## src/rtl/seq_detect_param.sv

```systemverilog
// Parametrised serial bit-pattern detector with overlap/non-overlap mode and soft clear.
// Optional saturating match counter is built only when SEQ_DET_COUNT_EN is defined.
module seq_detect_param #(
  parameter int               PAT_LEN = 3,
  parameter logic [PAT_LEN-1:0] PATTERN = 3'b110,
  parameter bit               OVERLAP = 1'b1,
  parameter int               CNT_W   = 8
) (
  input  logic             clk,
  input  logic             rst,
  input  logic             in_valid,
  input  logic             din,
  input  logic             clr,
  output logic             match,
  output logic [CNT_W-1:0] match_cnt
);

  localparam int               FW       = $clog2(PAT_LEN + 1);
  localparam logic [FW-1:0]    FILL_MAX = FW'(PAT_LEN);

  logic [PAT_LEN-1:0] hist_q, hist_d, hist_shift;
  logic [FW-1:0]      fill_q, fill_d;
  logic               match_q, match_d;
  logic               hit;

  generate
    if (PAT_LEN == 1) begin : g_shift1
      assign hist_shift = din;
    end else begin : g_shiftn
      assign hist_shift = {hist_q[PAT_LEN-2:0], din};
    end
  endgenerate

  always_comb begin
    hist_d  = hist_q;
    fill_d  = fill_q;
    match_d = 1'b0;
    hit     = 1'b0;
    if (clr) begin
      hist_d = '0;
      fill_d = '0;
    end else if (in_valid) begin
      hist_d  = hist_shift;
      fill_d  = (fill_q == FILL_MAX) ? fill_q : fill_q + FW'(1);
      hit     = (fill_d == FILL_MAX) && (hist_d == PATTERN);
      match_d = hit;
      // Non-overlap: a hit forces the next match to be built from fresh bits.
      if (hit && !OVERLAP) fill_d = '0;
    end
  end

  always_ff @(posedge clk) begin
    if (rst) begin
      hist_q  <= '0;
      fill_q  <= '0;
      match_q <= 1'b0;
    end else begin
      hist_q  <= hist_d;
      fill_q  <= fill_d;
      match_q <= match_d;
    end
  end

  assign match = match_q;

`ifdef SEQ_DET_COUNT_EN
  logic [CNT_W-1:0] cnt_q, cnt_d;

  always_comb begin
    cnt_d = cnt_q;
    if (clr)                     cnt_d = '0;
    else if (hit && cnt_q != '1) cnt_d = cnt_q + CNT_W'(1);
  end

  always_ff @(posedge clk) begin
    if (rst) cnt_q <= '0;
    else     cnt_q <= cnt_d;
  end

  assign match_cnt = cnt_q;
`else
  assign match_cnt = CNT_W'(0);
`endif

endmodule
```

## config.mk

```make
export PLATFORM = sky130hd
export DESIGN_NAME = seq_detect_param
export DESIGN_NICKNAME = d
export VERILOG_FILES = /design/src/rtl/seq_detect_param.sv
export SDC_FILE = /design/constraint.sdc
export NUM_CORES = 1
export LEC_CHECK = 0
export ABC_AREA = 1
export CAP_MARGIN = 20
export CORE_AREA = 2 2 39 41
export CTS_BUF_LIST = sky130_fd_sc_hd__clkbuf_8 sky130_fd_sc_hd__clkbuf_16
export DETAILED_ROUTE_END_ITERATION = 12
export DIE_AREA = 0 0 41 43
export HOLD_SLACK_MARGIN = 0.12
export PLACE_DENSITY = 0.55
export SYNTH_ARGS = -nofsm -noshare
export SYNTH_HDL_FRONTEND = slang
export SYNTH_SLANG_ARGS = --single-unit
```

## constraint.sdc

```tcl
create_clock -name clk -period 1.05 [get_ports clk]
set_clock_uncertainty 0.2 [all_clocks]
set_input_delay 0.21 -clock clk [delete_from_list [all_inputs] [get_ports clk]]
set_output_delay 0.21 -clock clk [all_outputs]
set_load 0.03 [all_outputs]
```

==> flow_summary.yaml <==
pwr:
  netSwitchingFraction: 0.244
  p_total_uw: 616
  seq_power_share: 0.324
  p_switching_uw: 150
  ir_drop_uv: 362
  intPower_uw: 466
  power.density_nw_per_um2: 1690
  p_clk_frac: 0.555
  p_leak_nw: 0.212
  p_comb_frac: 0.121
setup_path:
  path_buf_inv: 1
  crit-reg2reg-launch: "fill_q[0]$_SDFFE_PP0P_"
  r2r_end: "fill_q[0]$_SDFFE_PP0P_"
  worstSetupStartpointType: "flop"
  ff2ff_setup_slack_ns: 0.21
  path_max_fanout: 1
  slowest_stage: "dfxtp_2"
  crit_type: "flop to primary output"
  required_ns: 0.64
  worstPathArrival_ns: 0.65
  critPathMaxStageDelay_ns: 0.30
  cp-end-kind: "primary output"
  crit_family: "flip-flops"
  worst-r2r-cell-count: 3
  crit_chain: "buf_6"
timing:
  setup_ws_ns: -0.0106
  timing.fmax_ghz: 0.943
  setup_viol: 1
  rsz0062_at_grt: "yes"
  report.final.hold_viol_count: 0
  period_minus_slack_ns: 1.06
  slew_violations: 0
  finalSetupTns_ns: -0.0106
  fin_crit_sh: 1.01
  hold_ws_ns: 0.115
grt:
  grt_pass1_vias: 168
  grt_max_degree: 8
  antenna_found_initial: 0
  grt_pass1_wl_um: 552
  grt_remaining_overflow: 0
  grtUsageTotal: 0.0601
logic_synthesis:
  syn-instance-count: 41
  synth_mux_area_frac: 0
  yosys.area_share.adder: 0
  yosysSeqAreaShare: 0.362
  synth_top_family_by_area: "simple AND/OR/NAND/NOR gates"
  syn-cell-area_um2: 277
  synthXorXnorAreaFrac: 0
  synth_compound_area_frac: 0
  syn_avg_cell_area_um2: 6.74
  ys_warn_count: 0
  ys_types: 9
  ys_ff_latch: 5
  yosys.area_share.simple: 0.312
finish:
  drive_gt1_frac: 0.143
  area_growth_pct: 31.7
  final_common_cell: "nand2_1"
  mostFrequentLayoutCells: "nand2_1, inv_1, conb_1, nor2_1, dfxtp_1"
  n_antenna_cell: 0
  nets: 55
  utilization: 0.263
  final_cells: 65
  finalInstanceArea_um2: 364
cts:
  cts_hold_buffers: 0
  numCtsBuffers: 3
  clock_path_buffers: 2
  cts_tree: "yes"
  postCtsSetupBuffers: 0
  clkLatencyLatePin_ns: 0.22
  clkTransAtPathRegs_ns: 0.03
  clock-root-buffer: "clkbuf_8"
  cts.sinks: 5
  htree_levels: 1
floorplan:
  core-area_um2: 1380
  ioPinCount: 14
  start_util: 0.200
  row_count: 14
  die_area_um2: 1760
  die_height_um: 43
  die_w_um: 41
place:
  dp.final_hpwl_um: 295
  gp_congestion: 0.628
  portBuffers: 5
  post_dp_cell_area_um2: 310
  pre_cts_slack_ns: -0.308
  dpl.cell_count: 61
routing:
  dr.pass1.iters: 2
  wl_per_cell_um: 6.17
  wl_um: 401
  initialDrtViolationCount: 5
  drc: 0
  antenna_left: 0
  via_per_inst: 3.37
  vias: 219
min_path:
  hp-start: "clr"
  whs_path_depth: 4
  min_to: "hist_q[1]$_SDFFE_PP0P_"
  worstHoldPathType: "input port to flop"
outcome:
  failed_checks: "negative setup slack"
  status: "complete, but fails checks"
flow_run:
  max_cap_viol_count: 0
## final cells by class
| type | count | area, um2 |
|---|---|---|
| inverters | 7 | 26.3 |
| clock inverters | 1 | 3.75 |
| fillers | 163 | 1020 |
| clock buffers | 3 | 41.3 |
| repair buffers | 5 | 55.1 |
| well taps | 16 | 20.0 |
| multi-input cells | 28 | 116 |
| flip-flops and latches | 5 | 101 |
## routing by layer
| layer | track usage | share of wire |
|---|---|---|
| met3 | 0.0785 | 0.14 |
| met5 | 0 | 0 |
| met4 | 0.0800 | 0.040 |
| met2 | 0.0719 | 0.46 |
| met1 | 0.0319 | 0.36 |
## flip-flops by register name (all words and copies together) (netlist names)
signal / flops
match: 1
fill_q: 2
hist_q: 2
## Yosys cell counts
library cell / instances / area (um2)
inv_1: 7 / 26.3
buf_4: 8 / 60.1
dfxtp_1: 5 / 100
nor2_2: 1 / 6.26
nand3_1: 1 / 5.00
conb_1: 1 / 3.75
nor2_4: 1 / 11.3
nor2_1: 6 / 22.5
nand2_1: 11 / 41.3
## worst max-delay path by stage
stage                        endpoint  cells past startpoint              from  slack, ns
5_1_grt                         match                      1  match$_SDFF_PP0_      -0.04
6_report                        match                      1  match$_SDFF_PP0_      -0.01
4_1_cts                         match                      1  match$_SDFF_PP0_      -0.02
2_1_floorplan                   match                      0  match$_SDFF_PP0_       0.18
3_3_place_gp   fill_q[0]$_SDFFE_PP0P_                      4          in_valid      -0.30
3_5_place_dp   fill_q[0]$_SDFFE_PP0P_                      4          in_valid      -0.31
## cells by family after synthesis
family	Yosys count
and+or+nand+nor	20
other	1
DFF	5
buffers and inverters	15
## power groups by stage
stage | clock (mW) | combinational (mW) | sequential [mW]
4_1_cts | 0.356 | 0.0760 | 0.200
6_report | 0.342 | 0.0747 | 0.200
5_1_grt | 0.376 | 0.0821 | 0.200
3_5_place_dp | 0 | 0.0770 | 0.203
3_3_place_gp | 0 | 0.0772 | 0.203
2_1_floorplan | 0 | 0.0782 | 0.202
## timing repair
action,in CTS,in global routing
setup endpoints to repair,6,3
pin swaps,0,1
resized for setup,3,2
No activity file was read; power rests on OpenSTA's default activity.
